--- config.mk ---
export PLATFORM = sky130hd
export DESIGN_NAME = fpu_req_arbiter
export DESIGN_NICKNAME = d
export VERILOG_FILES = /design/src/rtl/fpu_req_arbiter_pkg.sv /design/src/rtl/fpu_req_arbiter_rr.sv /design/src/rtl/fpu_req_arbiter.sv
export SDC_FILE = /design/constraint.sdc
export NUM_CORES = 1
export LEC_CHECK = 0
export CAP_MARGIN = 20
export CORE_ASPECT_RATIO = 1.5
export CORE_MARGIN = 2
export CORE_UTILIZATION = 39
export DETAILED_ROUTE_END_ITERATION = 10
export HOLD_SLACK_MARGIN = 0.08
export PLACE_DENSITY = 0.95
export REMOVE_ABC_BUFFERS = 1
export SETUP_SLACK_MARGIN = 0.02
export SLEW_MARGIN = 10
export SYNTH_ARGS = -nofsm -noshare
export SYNTH_HDL_FRONTEND = slang
export SYNTH_HIERARCHICAL = 1
export SYNTH_SLANG_ARGS = --single-unit
--- constraint.sdc ---
create_clock -name clk -period 6 [get_ports clk]
set_input_delay 1.2 -clock clk [delete_from_list [all_inputs] [get_ports clk]]
set_output_delay 1.2 -clock clk [all_outputs]
set_load 0.01 [all_outputs]
--- src/rtl/fpu_req_arbiter_pkg.sv ---
// Shared FPU definitions: operand/result widths, opcode set, opcode legality check
// and the request-arbiter state encoding.
package fpu_package;

    localparam int INPUT_WIDTH  = 16;
    localparam int OUTPUT_WIDTH = 32;

    typedef enum logic [3:0] {
        LOGIC_SHIFT = 4'd0,
        ARITH_SHIFT = 4'd1,
        CIRC_SHIFT  = 4'd2,
        LZD         = 4'd3,
        BARREL      = 4'd4,
        REV         = 4'd5,
        ADD         = 4'd6,
        SUB         = 4'd7,
        MUL         = 4'd8,
        DIV         = 4'd9
    } fpu_op_e;

    typedef enum logic [1:0] {
        IDLE  = 2'd0,
        ISSUE = 2'd1,
        WAIT  = 2'd2,
        RESP  = 2'd3
    } arb_state_e;

    function automatic logic is_legal_op(input logic [3:0] sel);
        case (sel)
            LOGIC_SHIFT, ARITH_SHIFT, CIRC_SHIFT, LZD, BARREL,
            REV, ADD, SUB, MUL, DIV: return 1'b1;
            default:                 return 1'b0;
        endcase
    endfunction

endpackage

--- src/rtl/fpu_req_arbiter_rr.sv ---
// Combinational round-robin picker: first set request strictly after ptr, wrapping.
// Shared by the controllers that front a single shared resource.
module rr_arbiter #(
    parameter int NUM_REQ = 4,
    parameter int ID_W    = $clog2(NUM_REQ)
) (
    input  logic [NUM_REQ-1:0] req,
    input  logic [ID_W-1:0]    ptr,
    output logic [NUM_REQ-1:0] grant,
    output logic [ID_W-1:0]    id,
    output logic               any_valid
);

    logic            found_s;
    logic [ID_W-1:0] idx_s;

    // Walk the ring from ptr+1 and keep only the first hit.
    always_comb begin
        grant   = '0;
        id      = '0;
        found_s = 1'b0;
        idx_s   = '0;
        for (int k = 1; k <= NUM_REQ; k++) begin
            idx_s = ID_W'((int'(ptr) + k) % NUM_REQ);
            if (!found_s && req[idx_s]) begin
                found_s      = 1'b1;
                grant[idx_s] = 1'b1;
                id           = idx_s;
            end else begin
                found_s = found_s;
            end
        end
    end

    assign any_valid = |req;

endmodule

--- src/rtl/fpu_req_arbiter.sv ---
// Round-robin front end sharing one FPU between NUM_REQ requesters, one op in flight.
// Define FPU_ARB_TIMEOUT_EN to add a WAIT-state watchdog that errors out after TIMEOUT_CYCLES.
module fpu_req_arbiter
    import fpu_package::*;
#(
    parameter int  NUM_REQ        = 4,
    parameter int  TIMEOUT_CYCLES = 64,
    localparam int ID_W           = $clog2(NUM_REQ)
) (
    input  logic                            clk,
    input  logic                            reset,
    input  logic [NUM_REQ-1:0]              req_valid,
    output logic [NUM_REQ-1:0]              req_ready,
    input  logic [NUM_REQ*4-1:0]            req_sel,
    input  logic [NUM_REQ*INPUT_WIDTH-1:0]  req_in1,
    input  logic [NUM_REQ*INPUT_WIDTH-1:0]  req_in2,
    input  logic [NUM_REQ-1:0]              req_in3,
    output logic                            fpu_start,
    output logic [3:0]                      fpu_sel,
    output logic [INPUT_WIDTH-1:0]          fpu_in1,
    output logic [INPUT_WIDTH-1:0]          fpu_in2,
    output logic                            fpu_in3,
    input  logic                            fpu_done,
    input  logic [OUTPUT_WIDTH-1:0]         fpu_out,
    output logic                            rsp_valid,
    input  logic                            rsp_ready,
    output logic [ID_W-1:0]                 rsp_id,
    output logic [OUTPUT_WIDTH-1:0]         rsp_data,
    output logic                            rsp_err
);

    arb_state_e              state_r;
    arb_state_e              state_next_s;
    logic [ID_W-1:0]         rr_ptr_r;
    logic [ID_W-1:0]         id_r;

    logic [NUM_REQ-1:0]      grant_s;
    logic [ID_W-1:0]         grant_id_s;
    logic                    any_s;
    logic [3:0]              grant_sel_s;
    logic [INPUT_WIDTH-1:0]  grant_in1_s;
    logic [INPUT_WIDTH-1:0]  grant_in2_s;
    logic                    grant_in3_s;
    logic                    grant_legal_s;
    logic                    timeout_s;

    logic                    fpu_start_r;
    logic [3:0]              fpu_sel_r;
    logic [INPUT_WIDTH-1:0]  fpu_in1_r;
    logic [INPUT_WIDTH-1:0]  fpu_in2_r;
    logic                    fpu_in3_r;
    logic                    rsp_valid_r;
    logic [OUTPUT_WIDTH-1:0] rsp_data_r;
    logic                    rsp_err_r;

    rr_arbiter #(
        .NUM_REQ (NUM_REQ),
        .ID_W    (ID_W)
    ) u_rr (
        .req       (req_valid),
        .ptr       (rr_ptr_r),
        .grant     (grant_s),
        .id        (grant_id_s),
        .any_valid (any_s)
    );

    // One-hot AND-OR mux of the granted requester's opcode and operands.
    always_comb begin
        grant_sel_s = 4'd0;
        grant_in1_s = '0;
        grant_in2_s = '0;
        grant_in3_s = 1'b0;
        for (int i = 0; i < NUM_REQ; i++) begin
            grant_sel_s = grant_sel_s | (req_sel[i*4 +: 4] & {4{grant_s[i]}});
            grant_in1_s = grant_in1_s | (req_in1[i*INPUT_WIDTH +: INPUT_WIDTH] & {INPUT_WIDTH{grant_s[i]}});
            grant_in2_s = grant_in2_s | (req_in2[i*INPUT_WIDTH +: INPUT_WIDTH] & {INPUT_WIDTH{grant_s[i]}});
            grant_in3_s = grant_in3_s | (req_in3[i] & grant_s[i]);
        end
    end

    assign grant_legal_s = is_legal_op(grant_sel_s);

`ifdef FPU_ARB_TIMEOUT_EN
    localparam int CNT_W = $clog2(TIMEOUT_CYCLES + 1);
    logic [CNT_W-1:0] wait_cnt_r;

    // Watchdog count of cycles spent in WAIT; restarts on every launch.
    always_ff @(posedge clk) begin
        if (reset) begin
            wait_cnt_r <= '0;
        end else if (state_r == ISSUE) begin
            wait_cnt_r <= '0;
        end else if (state_r == WAIT) begin
            wait_cnt_r <= wait_cnt_r + CNT_W'(1);
        end else begin
            wait_cnt_r <= wait_cnt_r;
        end
    end

    assign timeout_s = (state_r == WAIT) && (wait_cnt_r == CNT_W'(TIMEOUT_CYCLES - 1));
`else
    assign timeout_s = 1'b0;
`endif

    // Grant is only offered while idle and out of reset.
    always_comb begin
        if (!reset && (state_r == IDLE)) begin
            req_ready = grant_s;
        end else begin
            req_ready = '0;
        end
    end

    // Next-state logic; illegal opcodes bypass the FPU entirely.
    always_comb begin
        state_next_s = state_r;
        case (state_r)
            IDLE: begin
                if (any_s) begin
                    if (grant_legal_s) begin
                        state_next_s = ISSUE;
                    end else begin
                        state_next_s = RESP;
                    end
                end else begin
                    state_next_s = IDLE;
                end
            end
            ISSUE: state_next_s = WAIT;
            WAIT: begin
                if (fpu_done || timeout_s) begin
                    state_next_s = RESP;
                end else begin
                    state_next_s = WAIT;
                end
            end
            RESP: begin
                if (rsp_ready) begin
                    state_next_s = IDLE;
                end else begin
                    state_next_s = RESP;
                end
            end
            default: state_next_s = IDLE;
        endcase
    end

    // State register.
    always_ff @(posedge clk) begin
        if (reset) begin
            state_r <= IDLE;
        end else begin
            state_r <= state_next_s;
        end
    end

    // Datapath: latch the granted request, launch the FPU, capture the result.
    always_ff @(posedge clk) begin
        if (reset) begin
            rr_ptr_r    <= ID_W'(NUM_REQ - 1);
            id_r        <= '0;
            fpu_start_r <= 1'b0;
            fpu_sel_r   <= 4'd0;
            fpu_in1_r   <= '0;
            fpu_in2_r   <= '0;
            fpu_in3_r   <= 1'b0;
            rsp_valid_r <= 1'b0;
            rsp_data_r  <= '0;
            rsp_err_r   <= 1'b0;
        end else begin
            fpu_start_r <= (state_next_s == ISSUE);
            rsp_valid_r <= (state_next_s == RESP);
            case (state_r)
                IDLE: begin
                    if (any_s) begin
                        id_r     <= grant_id_s;
                        rr_ptr_r <= grant_id_s;
                        if (grant_legal_s) begin
                            fpu_sel_r <= grant_sel_s;
                            fpu_in1_r <= grant_in1_s;
                            fpu_in2_r <= grant_in2_s;
                            fpu_in3_r <= grant_in3_s;
                        end else begin
                            rsp_data_r <= '0;
                            rsp_err_r  <= 1'b1;
                        end
                    end
                end
                WAIT: begin
                    if (fpu_done) begin
                        rsp_data_r <= fpu_out;
                        rsp_err_r  <= 1'b0;
                    end else if (timeout_s) begin
                        rsp_data_r <= '0;
                        rsp_err_r  <= 1'b1;
                    end
                end
                default: begin
                end
            endcase
        end
    end

    assign fpu_start = fpu_start_r;
    assign fpu_sel   = fpu_sel_r;
    assign fpu_in1   = fpu_in1_r;
    assign fpu_in2   = fpu_in2_r;
    assign fpu_in3   = fpu_in3_r;
    assign rsp_valid = rsp_valid_r;
    assign rsp_id    = id_r;
    assign rsp_data  = rsp_data_r;
    assign rsp_err   = rsp_err_r;

endmodule

==> Yosys cells after proc, flatten, opt, wreduce, memory -nomap -nowiden <==
Memory sizes are Yosys's and may differ from the RTL's.
Cells that the tools add are included.
{ "totals": {"romBits": 16, "reg_bits": 78, "n_memories": 1} }
{ "memory_table": {"columns": ["memory", "words", "word_bits", "read_ports", "rd_ports_with_merged_regs", "write_ports", "line", "text"], "rows": [
  ["(name not given)", 16, 1, 1, 0, 0, "fpu_req_arbiter_pkg.sv:29", "case (sel)"]
]} }
{ "classes": {"n_eq_ne": 8, "bitwise_logic": 31, "addsub": 4, "muxes": 41, "magnitude_cmp": 8, "n_reduce_logical": 18} }
{ "op_table": {"columns": ["cell", "n"], "rows": [
  ["$and 16x16->16", 8],
  ["$mux 32", 3],
  ["$or 16x16->16", 6],
  ["$pmux 32 s2", 1],
  ["$or 4x4->4", 6],
  ["$mux 4", 5],
  ["$and 4x4->4", 4],
  ["$mux 1", 15],
  ["$mux 2", 7],
  ["$lt 2x3->1 const B", 4],
  ["$bmux 1 s2", 4],
  ["$demux 1 s2", 4],
  ["$ge 2x1->1 const B", 4],
  ["$logic_and 1x1->1", 8],
  ["$pmux 2 s4", 1],
  ["$eq 2x2->1 const B", 3],
  ["$ne 2x2->1 const B", 3],
  ["$add 2x1->2 const B", 2],
  ["$add 2x2->2 const B", 2],
  ["$and 1x1->1", 4],
  ["$eq 2x1->1 const B", 2],
  ["$logic_not 1->1", 4],
  ["$reduce_and 4->1", 1],
  ["$reduce_or 4->1", 1],
  ["6 further kinds", 8]
]} }

==> Depth between registers and ports, before layout <==
An unclocked memory read counts as a cell.
{ "logic_depth": {"word_depth": 22, "mapped_depth": 16, "depth_no_buf": 11} }

==> By module <==
Netlist, hierarchy kept.
{ "by_module_without_submodules": {"columns": ["module", "area_per_inst_um2", "cells_per_inst", "seq_area_each_um2", "n_inst"], "rows": [
  ["fpu_req_arbiter", 3407.0, 300, 1561.5, 1],
  ["rr_arbiter", 540.5, 70, 0.0, 1]
]} }

==> Worst setup path before layout <==
No wires, ideal clock.
{ "synth_path": {"path_kind": "input port to output port", "from": "input port req_valid[2]", "to": "output port req_ready[2]", "path_slack_ns": 1.901, "n_path_buf": 3, "arrival_time_ns": 2.899, "path_stages": 8, "path_cell_list": "buf_4 > or3b_1 > a2111o_1 > nand3_2 > a221o_1 > buf_6 > clkbuf_1 > and2_1"} }
{ "synth_via": {"elab_chain_len": 13} }
{ "synth_lines": {"columns": ["element", "line", "text"], "rows": [
  ["from (decl)", "fpu_req_arbiter.sv:12", "input logic [NUM_REQ-1:0] req_valid,"],
  ["$bmux 1 s2", "fpu_req_arbiter_rr.sv:25", "if (!found_s && req[idx_s]) begin"],
  ["$mux 1 (not written as such)", "fpu_req_arbiter_rr.sv:25", null],
  ["$mux 1", "fpu_req_arbiter_rr.sv:25", null],
  ["$logic_not 1->1", "fpu_req_arbiter_rr.sv:25", null],
  ["$logic_and 1x1->1", "fpu_req_arbiter_rr.sv:25", null],
  ["$mux 1", "fpu_req_arbiter_rr.sv:25", null],
  ["$logic_not 1->1", "fpu_req_arbiter_rr.sv:25", null],
  ["$logic_and 1x1->1", "fpu_req_arbiter_rr.sv:25", null],
  ["$mux 1", "fpu_req_arbiter_rr.sv:25", null],
  ["$logic_not 1->1", "fpu_req_arbiter_rr.sv:25", null],
  ["$logic_and 1x1->1", "fpu_req_arbiter_rr.sv:25", null],
  ["$mux 4 *", "fpu_req_arbiter_rr.sv:25", null],
  ["via grant_s[2]", "fpu_req_arbiter.sv:37", "logic [NUM_REQ-1:0] grant_s;"],
  ["$mux 4 *", "fpu_req_arbiter.sv:107", "if (!reset && (state_r == IDLE)) begin"],
  ["to (decl)", "fpu_req_arbiter.sv:13", "output logic [NUM_REQ-1:0] req_ready,"]
]} }
The timed path passes the listed nets; every way through them passes the cells marked *. The select of a mux whose other input is x is not followed.

==> Final worst setup path <==
{ "layout_path": {"from": "input port req_valid[0]", "to": "output port req_ready[1]"} }
Same word-level chain as after synthesis.

==> metrics.yaml <==
clocking:
  clockBufferDepth: 2
  clock_latency_ns: 0.33
  hold_buffers: 0
  cts_root_buffer: "clkbuf_16"
  clkTransAtPathRegs_ns: 0.06
  post_cts_resized: 0
  cts_tree: "yes"
  htree_levels: 3
  cts_num_sinks: 78
  post_cts_buffers: 0
  cts_made_buffers: 9
synth:
  yosysTopAreaCell: "dfxtp_1"
  synth.avg_cell_area_um2: 10.7
  synth.area.top_cells: "dfxtp_1, a22o_1, o2bb2ai_2, a221oi_1, buf_6"
  ys_seq_elements: 78
  yosys.area.top_type_share_pct: 39.6
  synth_cell_types: 43
  synthCells: 370
  netlist_area_um2: 3950
  yosys_warnings: 6
  ys_seq_area_share_pct: 39.6
route:
  wirelength_um: 14300
  via_per_inst: 5.68
  drt_first_iter_violations: 129
  antenna_left: 0
  drc_errors: 0
  vias: 4194
  dr.pass1.iters: 4
  wl_per_cell_um: 19.4
power_and_ir_drop:
  ir_worst_vdd_uv: 325
  power.leakage_uw: 0.00252
  p_per_area_nw_per_um2: 448
  power.total_uw: 3080
placement:
  gp_congestion: 0.902
  placed_cell_area_um2: 6590
  port_buffers: 265
  dp.final_hpwl_um: 11200
setup_path:
  crit_fanout: 13
  cp-start-kind: "input port"
  required_ns: 4.80
  crit_arrival_ns: 3.76
  critPathBufInv: 2
  critPathKind: "input port to output pin"
  cp_common_cell: "clkdlybuf4s50_1"
  endpoint_kind: "output pin"
  crit_chain: "clkdlybuf4s50_1 -> mux4_2 -> a211oi_4 -> a221o_1 -> and2_1 -> clkdlybuf4s50_1"
  max_stage_delay_ns: 0.62
  crit_family: "buffers and inverters"
  reg2reg_from: "rr_ptr_r[0]$_SDFFE_PP1P_"
  crit_slowest_cell: "mux4_2"
  critPathLaunch: "req_valid[0]"
hold_path:
  hold_start: "rsp_id[1]$_SDFFE_PP0P_"
  hp-class: "register to register"
floorplan:
  initial_core_util_pct: 39.6
  row_count: 45
  die_area_um2: 11000
  die_w_um: 86.1
  num_io_pins: 266
  core_um2: 9970
  die_y_um: 127
cells_and_area:
  layout-drive-gt1-share_pct: 10.3
  num_antenna_cells: 0
  syn2layout_area_growth_pct: 74.4
  final.fill_count: 739
  final_nets: 812
  design_area_um2: 6880
sta:
  drv_slew: 0
  tightest_slew_ns: 0.943
  rsz0062_at_grt: "false"
  hold_viol_final: 0
  setup_viol: 0
  worst_slew_margin_rel_pct: 37.1
  finalSetupTns_ns: 0
  max_freq_mhz: 202
  period_needed_ns: 4.96
  fin_skew_ns: 0.00592
  fin_crit_sh_pct: 82.6
grt:
  antenna_found_initial: 0
  use_met3_pct: 7.17
  overflow: 0
  grtUsageMet2_pct: 47.4
  grtUsageTotal_pct: 25.3
  grt.busiest_layer: "met2"
  gr-usage-met1_pct: 24.7
  grt_pass1_wl_um: 22200
  grt_pass1_vias: 4529
  grt_max_degree: 38
outcome:
  status: "finished, final reports clean"
flow_run:
  max_cap_viol_count: 0
==> where the power goes <==
| part | total [uW] | internal (uW) | switching [uW] |
|---|---|---|---|
| Combinational | 1740 | 848 | 896 |
| Clock | 504 | 285 | 219 |
| Sequential | 836 | 691 | 145 |
==> registers in the layout, summed over array words and instances (netlist names) <==
register	cells
state_r	2
rsp_valid	1
fpu_sel	4
fpu_in1	16
rsp_data	32
rsp_id	2
rsp_err	1
fpu_in2	16
fpu_in3	1
rr_ptr_r	2
fpu_start	1
==> per-layer routing <==
| metal | wire (um) | share of wire, % |
|---|---|---|
| met5 | 0 | 0 |
| met4 | 628 | 4.4 |
| met3 | 1180 | 8.3 |
| met2 | 7480 | 52 |
| met1 | 5060 | 35 |
==> final timing paths <==
check | endpoint | slack (ns) | cells after the start
setup / recovery | req_ready[1] | 1.04 | 6
hold reg to reg | rsp_id[1]$_SDFFE_PP0P_ | 0.46 | 2
hold / removal | rsp_id[1]$_SDFFE_PP0P_ | 0.46 | 2
setup reg to reg | fpu_in1[15]$_SDFFE_PP0P_ | 1.33 | 12
==> cell usage after synthesis, drive strengths merged <==
library cell and n:
nand4b 1, o221ai 1, and3 1, nor2b 3, nor3b 2, o21ai 10, nor3 4, a221oi 36
and2 5, a211oi 1, o22ai 1, a22o 66, clkbuf 19, a22oi 7, o2bb2ai 34, ha 8
inv 5, nand4 1, nor2 12, a2111o 1, mux4 2, buf 18, o21a 1, or3b 1
mux2 1, a21oi 13, nand3b 2, nand3 1, a31oi 1, o211ai 2, dfxtp 78, mux2i 2
nand2b 2, nand2 22, or3 1, a221o 4, and2b 1
==> cells in the final DEF (no fill, tap or decap), types with 2 or more instances in the layout <==
| cell | Yosys | final |
|---|---|---|
| o211ai_1 | 2 | 2 |
| nor3_1 | 4 | 4 |
| o21ai_0 | 6 | 6 |
| a221oi_1 | 35 | 35 |
| clkdlybuf4s50_1 | 0 | 265 |
| buf_4 | 3 | 6 |
| clkinv_4 | 0 | 2 |
| a221o_1 | 4 | 4 |
| a22oi_1 | 5 | 5 |
| o2bb2ai_2 | 29 | 29 |
| a22o_1 | 66 | 66 |
| clkbuf_16 | 0 | 9 |
| a21oi_1 | 13 | 11 |
| nand2b_1 | 2 | 2 |
| mux4_2 | 2 | 2 |
| nand3b_1 | 2 | 2 |
| nor3b_1 | 2 | 2 |
| ha_1 | 8 | 8 |
| and2_1 | 5 | 5 |
| inv_1 | 5 | 5 |
| dfxtp_1 | 78 | 78 |
| mux2i_1 | 2 | 2 |
| o21ai_1 | 4 | 4 |
| a22oi_2 | 2 | 2 |
| nor2b_1 | 3 | 3 |
| o2bb2ai_1 | 5 | 5 |
| clkinvlp_4 | 0 | 2 |
| nand2_1 | 22 | 22 |
| nor2_1 | 12 | 11 |
==> stage by stage <==
stage | setup slack, ns | util, % | std cells | hold slack [ns]
2_1_floorplan | 0.351 | - | 333 | 0.474
3_3_place_gp | 1.11 | 66.1 | 721 | 0.447
3_5_place_dp | 0.898 | 66.1 | 721 | 0.449
4_1_cts | 1.06 | 68.9 | 737 | 0.459
5_1_grt | 0.914 | 69.1 | 738 | 0.478
6_report | 1.04 | 69.1 | 738 | 0.458
==> area by class of cell <==
cell class,instances,area (um^2),share of cell area [%]
inverter,5,18.8,0.273
sequential,78,1560,22.7
clock inverter,7,57.6,0.836
tap,117,146,2.13
timing repair buffer,272,2710,39.4
multi-input combinational,250,2160,31.4
clock buffer,9,225,3.27
==> cells by family after synthesis <==
| kind of cell | share of synthesized area, % |
|---|---|
| adders and majority gates | 2.54 |
| DFF | 39.6 |
| buffers and inverters | 6.18 |
| and+or+nand+nor | 7.45 |
| AOI/OAI and AO/OA | 42.3 |
| muxes | 1.93 |
==> worst register-to-register path: stages, from the launching register on <==
cell       delay (ns)
dfxtp_1          0.74
inv_1            0.28
ha_1             0.59
mux4_2           0.45
nand2_1          0.11
o21ai_1          0.07
a221o_1          0.28
buf_4            0.27
a22oi_1          0.23
nand2_1          0.12
o21a_1           0.27
or3_2            0.88
o2bb2ai_1        0.31
Note: power is estimated with default switching activity, not from simulation.
